## config.mk

```make
export PLATFORM = sky130hd
export DESIGN_NAME = bcd_score_sequencer
export DESIGN_NICKNAME = d
export VERILOG_FILES = /design/src/rtl/bcd_score_sequencer.sv
export SDC_FILE = /design/constraint.sdc
export NUM_CORES = 1
export LEC_CHECK = 0
export ABC_AREA = 1
export BUFFER_PORTS_ARGS = -buffer_cell sky130_fd_sc_hd__buf_2
export CORE_MARGIN = 2
export CORE_UTILIZATION = 25
export CTS_BUF_LIST = sky130_fd_sc_hd__clkbuf_16
export CTS_CLUSTER_DIAMETER = 30
export DETAILED_ROUTE_END_ITERATION = 6
export PLACE_DENSITY_LB_ADDON = 0.25
export SYNTH_ARGS = -nofsm -noshare
export SYNTH_HDL_FRONTEND = slang
export SYNTH_SLANG_ARGS = --single-unit
```

## constraint.sdc

```tcl
create_clock -name clk -period 3.33 [get_ports clk]
set_input_delay 0.4995 -clock clk [delete_from_list [all_inputs] [get_ports clk]]
set_output_delay 0.4995 -clock clk [all_outputs]
set_load 0.05 [all_outputs]
```

## src/rtl/bcd_score_sequencer.sv

```systemverilog
// Multi-digit packed BCD score accumulator: one shared 4-bit BCD adder walks the
// digits LSD first, and the result is committed atomically, saturating at all-nines.

module bcd_adder (
    input  logic [3:0] a,
    input  logic [3:0] b,
    input  logic       cin,
    output logic [3:0] sum,
    output logic       cout
);
    logic [4:0] raw;
    logic [4:0] adj;

    always_comb begin
        raw  = {1'b0, a} + {1'b0, b} + {4'b0, cin};
        adj  = raw - 5'd10;
        cout = (raw > 5'd9);
        sum  = cout ? adj[3:0] : raw[3:0];
    end
endmodule

module bcd_score_sequencer #(
    parameter int DIGITS = 4
) (
    input  logic                clk,
    input  logic                reset,
    input  logic                clear,
    input  logic                add_req,
    input  logic [3:0]          add_val,
    output logic                add_ready,
    output logic                busy,
    output logic                add_done,
    output logic [4*DIGITS-1:0] score,
    output logic                overflow
);
    localparam int W     = 4 * DIGITS;
    localparam int IDX_W = $clog2(DIGITS);

    typedef enum logic [1:0] {
        IDLE = 2'd0,
        ADD  = 2'd1,
        DONE = 2'd2
    } state_t;

    // Handshake: an increment transfers on a rising edge where add_req && add_ready.
    // add_ready is only high in IDLE with clear low; the requester holds add_req until then.
    state_t           state;
    state_t           state_next;
    logic [W-1:0]     work;
    logic [W-1:0]     work_upd;
    logic [IDX_W-1:0] idx;
    logic             carry;
    logic [3:0]       operand;
    logic [3:0]       digit_a;
    logic [3:0]       digit_b;
    logic [3:0]       digit_sum;
    logic             digit_cout;
    logic             last_digit;

    bcd_adder u_adder (
        .a    (digit_a),
        .b    (digit_b),
        .cin  (carry),
        .sum  (digit_sum),
        .cout (digit_cout)
    );

    always_comb begin
        last_digit = (idx == IDX_W'(DIGITS - 1));
        digit_a    = work[4*idx +: 4];
        digit_b    = (idx == '0) ? operand : 4'd0;
        work_upd   = work;
        work_upd[4*idx +: 4] = digit_sum;
    end

    always_comb begin
        state_next = state;
        add_ready  = (state == IDLE) && !clear;
        busy       = (state == ADD) || (state == DONE);
        add_done   = (state == DONE) && !clear;
        if (clear) begin
            state_next = IDLE;
        end else begin
            case (state)
                IDLE:    if (add_req) state_next = ADD;
                ADD:     if (last_digit) state_next = DONE;
                DONE:    state_next = IDLE;
                default: state_next = IDLE;
            endcase
        end
    end

    always_ff @(posedge clk) begin
        if (reset) begin
            state    <= IDLE;
            score    <= '0;
            overflow <= 1'b0;
            work     <= '0;
            idx      <= '0;
            carry    <= 1'b0;
            operand  <= 4'd0;
        end else begin
            state <= state_next;
            if (clear) begin
                score    <= '0;
                overflow <= 1'b0;
            end else begin
                case (state)
                    IDLE: begin
                        if (add_req) begin
                            operand <= (add_val > 4'd9) ? 4'd9 : add_val;
                            work    <= score;
                            idx     <= '0;
                            carry   <= 1'b0;
                        end
                    end
                    ADD: begin
                        work  <= work_upd;
                        carry <= digit_cout;
                        idx   <= idx + IDX_W'(1);
                        // A carry out of the MSD means the true sum cannot be shown: pin to all-nines.
                        if (last_digit) begin
                            if (digit_cout) begin
                                score    <= {DIGITS{4'h9}};
                                overflow <= 1'b1;
                            end else begin
                                score <= work_upd;
                            end
                        end
                    end
                    default: ;
                endcase
            end
        end
    end
endmodule

```

==> metrics.txt <==
# TYPE chip_impl_metric gauge
chip_impl_metric{name="timing.fmax",unit="MHz"} 321
chip_impl_info{name="synth_top_cells_by_area",value="sky130_fd_sc_hd__dfxtp_1, sky130_fd_sc_hd__nand2_1, sky130_fd_sc_hd__a21oi_1, sky130_fd_sc_hd__ha_1, sky130_fd_sc_hd__inv_1"} 1
chip_impl_metric{name="tns",unit="ns"} 0
chip_impl_info{name="crit_type",value="reg -> reg"} 1
chip_impl_metric{name="post_drt_via_cell_ratio",unit=""} 4.61
chip_impl_info{name="critical_path.reg2reg.startpoint",value="idx[0]$_SDFFE_PP0P_"} 1
chip_impl_metric{name="met1Wirelength",unit="um"} 3660
chip_impl_metric{name="drt-pass1-iter-count",unit=""} 5
chip_impl_metric{name="tightestPinTransition",unit="ns"} 0.505
chip_impl_metric{name="dp_hpwl",unit="um"} 5480
chip_impl_info{name="cp_slowest_cell",value="sky130_fd_sc_hd__fa_1"} 1
chip_impl_metric{name="cts_buffer_depth",unit=""} 2
chip_impl_metric{name="cts-buffers-inserted",unit=""} 5
chip_impl_metric{name="synth.cell_area",unit="um^2"} 2470
chip_impl_metric{name="overflow",unit=""} 0
chip_impl_metric{name="clock_tree.htree_level_count",unit=""} 2
chip_impl_info{name="post-synth-top-area-cell",value="sky130_fd_sc_hd__dfxtp_1"} 1
chip_impl_metric{name="die_width",unit="um"} 103
chip_impl_metric{name="synth_top_area_frac",unit=""} 0.341
chip_impl_metric{name="netlist_instances",unit=""} 362
chip_impl_metric{name="routed_wire_length_per_instance",unit="um"} 13.8
chip_impl_metric{name="arrival",unit="ns"} 3.33
chip_impl_metric{name="via_count",unit=""} 2436
chip_impl_metric{name="initial_utilization",unit=""} 0.255
chip_impl_metric{name="path_clk_slew",unit="ns"} 0.07
chip_impl_metric{name="period_needed",unit="ns"} 3.11
chip_impl_info{name="cts_root_buffer",value="sky130_fd_sc_hd__clkbuf_16"} 1
chip_impl_metric{name="dp_cells",unit=""} 520
chip_impl_metric{name="drt-initial-drc-count",unit=""} 196
chip_impl_metric{name="leakagePower",unit="nW"} 1.34
chip_impl_metric{name="layout.nets",unit=""} 416
chip_impl_metric{name="power_per_cell_area",unit="nW/um^2"} 438
chip_impl_metric{name="final-setup-viol-count",unit=""} 0
chip_impl_info{name="synthMostInstantiatedCell",value="sky130_fd_sc_hd__nand2_1"} 1
chip_impl_metric{name="antenna_found_initial",unit=""} 0
chip_impl_metric{name="core_area",unit="um^2"} 9680
chip_impl_metric{name="inserted_diodes",unit=""} 0
chip_impl_metric{name="postCtsHoldBufs",unit=""} 0
chip_impl_metric{name="first_global_vias",unit=""} 2381
chip_impl_metric{name="yosys_warnings",unit=""} 0
chip_impl_metric{name="design.die.area",unit="um^2"} 10700
chip_impl_metric{name="clock_latency",unit="ns"} 0.29
chip_impl_info{name="end_kind",value="register"} 1
chip_impl_metric{name="wire_length_of_the_first_global_routing_pass",unit="um"} 12200
chip_impl_metric{name="ys_async_sr_fraction",unit=""} 0
chip_impl_metric{name="postRouteAntennaNets",unit=""} 0
chip_impl_info{name="rsz0062_at_grt",value="no"} 1
chip_impl_metric{name="overall_die_height",unit="um"} 103
chip_impl_metric{name="ir_drop",unit="mV"} 0.196
chip_impl_metric{name="post_synth.cell_area_avg",unit="um^2"} 6.81
chip_impl_metric{name="worst_slew_slack_as_a_fraction_of_its_limit",unit=""} 0.662
chip_impl_info{name="synthFlopType",value="sky130_fd_sc_hd__dfxtp_1"} 1
chip_impl_metric{name="detailroute.wirelength.met3",unit="um"} 364
chip_impl_info{name="tritoncts",value="built"} 1
chip_impl_metric{name="io_pins",unit=""} 28
chip_impl_metric{name="cap_violations",unit=""} 0
chip_impl_metric{name="finalHoldViolCount",unit=""} 0
chip_impl_metric{name="ys_types",unit=""} 32
chip_impl_metric{name="synth_sequential_area_ratio",unit=""} 0.341
chip_impl_metric{name="postRouteWirelength",unit="um"} 7300
chip_impl_info{name="synth_common_cells",value="sky130_fd_sc_hd__nand2_1, sky130_fd_sc_hd__dfxtp_1, sky130_fd_sc_hd__inv_1"} 1
chip_impl_info{name="r2r_end",value="work[11]$_SDFFE_PP0P_"} 1
chip_impl_metric{name="synth-edff-count",unit=""} 0
chip_impl_metric{name="required",unit="ns"} 3.55
chip_impl_metric{name="clock_skew",unit="ns"} 0.00904
chip_impl_metric{name="synth_fp_nets",unit=""} 384
chip_impl_metric{name="final-max-slew-violation-count",unit=""} 0
chip_impl_metric{name="postSynthRegisterBits",unit=""} 42
chip_impl_metric{name="number_of_input_and_output_port_buffers_inserted",unit=""} 27
chip_impl_info{name="hp-class",value="reg -> reg"} 1
chip_impl_metric{name="timing.critical_path.fanout_max",unit=""} 8
chip_impl_metric{name="timing.hold.worst_path_depth",unit=""} 2
chip_impl_metric{name="largest_incremental_delay_on_the_critical_path",unit="ns"} 0.46
chip_impl_metric{name="final_layout_size_suffix_gt1_frac",unit=""} 0.172
chip_impl_metric{name="drc_errors",unit=""} 0
chip_impl_info{name="run_status",value="finished clean"} 1
chip_impl_metric{name="area_delta_synth_final",unit="%"} 19.8
chip_impl_info{name="worst_hold_path.endpoint",value="carry$_SDFFE_PP0P_"} 1
chip_impl_metric{name="globalplace.congestion",unit=""} 0.880
chip_impl_metric{name="final_cell_count_no_fill",unit=""} 528
chip_impl_info{name="topRoutingLayerUsed",value="met4"} 1
chip_impl_metric{name="reg2reg_slack",unit="ns"} 0.22
chip_impl_info{name="holdCritStartpoint",value="carry$_SDFFE_PP0P_"} 1
chip_impl_metric{name="met2_wirelength",unit="um"} 3130
chip_impl_metric{name="grt_max_degree",unit=""} 21
chip_impl_metric{name="worstRegToRegCells",unit=""} 17
chip_impl_metric{name="core.rowCount",unit=""} 36
chip_impl_metric{name="grt_resource_usage_total",unit=""} 0.146
chip_impl_info{name="crit_path_cell_trace",value="buf_4 > o21ai_0 > a21oi_1 > fa_1 > inv_2 > fa_1 > inv_1 > ha_2 > nand2_1 > a21boi_2 > nand2_2 > nand2_4 > nand2_2 > nand3_2 > o21ai_1 > o21ai_0 > a21oi_1"} 1
chip_impl_info{name="crit_path_start_kind",value="register"} 1
chip_impl_metric{name="clkSinkCount",unit=""} 42
chip_impl_metric{name="post_cts.repair.setup_buffers",unit=""} 0
chip_impl_metric{name="layout_worst_path_cycle_share",unit=""} 0.934
how the worst max path moves through the flow:
stage	startpoint	endpoint	slack, ns
floorplan	idx[0]$_SDFFE_PP0P_	score[12]$_SDFFE_PP0P_	0.22
global placement	idx[0]$_SDFFE_PP0P_	score[7]$_SDFFE_PP0P_	0.23
detailed placement	idx[0]$_SDFFE_PP0P_	work[15]$_SDFFE_PP0P_	0.18
CTS	idx[0]$_SDFFE_PP0P_	work[15]$_SDFFE_PP0P_	0.16
global route	idx[0]$_SDFFE_PP0P_	work[15]$_SDFFE_PP0P_	0.003
finish	idx[0]$_SDFFE_PP0P_	work[11]$_SDFFE_PP0P_	0.22
where the power goes:
| part | internal, mW | switching [mW] |
|---|---|---|
| Clock | 0.352 | 0.220 |
| Sequential | 0.516 | 0.0111 |
| Combinational | 0.0635 | 0.134 |
| Total | 0.931 | 0.364 |
area by class of cell:
type,instances,area (um^2)
fillers,1057,6730
flip-flops and latches,42,842
well taps,133,166
inverters,47,176
repair buffers,37,210
clock buffers,5,125
multi-input cells,261,1390
clock inverters,3,41.3
metal layers:
metal / vias to the layer above / GRT usage
met3: 14 / 0.0255
met4: 0 / 0.0415
met1: 1100 / 0.215
li1: 1256 / -
met2: 66 / 0.219
met5: - / 0
layout by cell type, fill, tap and decap left out:
cell type and n:
sky130_fd_sc_hd__nand2_2 5, sky130_fd_sc_hd__nand2_1 93, sky130_fd_sc_hd__nor2_4 2, sky130_fd_sc_hd__nor3_1 2
sky130_fd_sc_hd__ha_1 11, sky130_fd_sc_hd__a22oi_1 2, sky130_fd_sc_hd__o21ai_0 17, sky130_fd_sc_hd__dfxtp_2 1
sky130_fd_sc_hd__o22ai_1 10, sky130_fd_sc_hd__nand4_1 4, sky130_fd_sc_hd__o221ai_1 3, sky130_fd_sc_hd__bufinv_16 1
sky130_fd_sc_hd__a21oi_1 35, sky130_fd_sc_hd__a21oi_2 2, sky130_fd_sc_hd__nor3_4 1, sky130_fd_sc_hd__clkinvlp_4 1
sky130_fd_sc_hd__clkinv_1 2, sky130_fd_sc_hd__nand3b_1 1, sky130_fd_sc_hd__nor2_2 2, sky130_fd_sc_hd__inv_2 6
sky130_fd_sc_hd__fa_1 2, sky130_fd_sc_hd__buf_4 10, sky130_fd_sc_hd__buf_2 27, sky130_fd_sc_hd__inv_1 40
sky130_fd_sc_hd__or2_2 1, sky130_fd_sc_hd__dfxtp_1 41, sky130_fd_sc_hd__a21boi_2 1, sky130_fd_sc_hd__a22o_1 1
sky130_fd_sc_hd__nor2_1 26, sky130_fd_sc_hd__o21ai_1 9, sky130_fd_sc_hd__clkbuf_16 5, sky130_fd_sc_hd__o211ai_1 6
sky130_fd_sc_hd__nand3_1 22, sky130_fd_sc_hd__nand2_4 1, sky130_fd_sc_hd__ha_2 1, sky130_fd_sc_hd__nand3_2 1
state kept, by name, summed over array words and instances, names as in the netlist:
signal and cells:
operand 4, work 16, carry 1, overflow 1
score 16, idx 2, state 2
logic make-up (layout without fill, tap and decap cells):
logic type               count (synthesis)  after routing  synth area share
AND/OR/NAND/NOR                        161            161             0.286
AO/OA/AOI/OAI                           86             86             0.199
adder cells (fa/ha/maj)                 14             14            0.0771
buffers and inverters                   59             92            0.0969
flip-flops                              42             42             0.341
critical path: cells and delay by family (launching register included):
| family | cells | cell delay [ns] |
|---|---|---|
| buffers and inverters | 3 | 0.37 |
| adder cells (fa/ha/maj) | 3 | 1.06 |
| AO/OA/AOI/OAI | 6 | 0.85 |
| AND/OR/NAND/NOR | 5 | 0.41 |
| flip-flops | 1 | 0.36 |
through the flow:
stage,cell area [um^2],setup slack (ns),util,power (mW),hold WS (ns)
after detailed placement,2780,0.182,0.287,0.733,0.456
final,2960,0.219,0.305,1.30,0.466
after floorplan,2470,0.223,-,0.681,0.444
after global placement,2780,0.233,0.287,0.732,0.458
after global routing,2960,0.00318,0.305,1.35,0.510
after CTS,2950,0.160,0.304,1.30,0.465
what timing repair did:
action / CTS / global route
endpoints found under the hold margin: 0 / 0
gates resized for setup: 0 / 5
endpoints found under the setup margin: 0 / 28
Note: power is estimated with default switching activity, not from simulation.
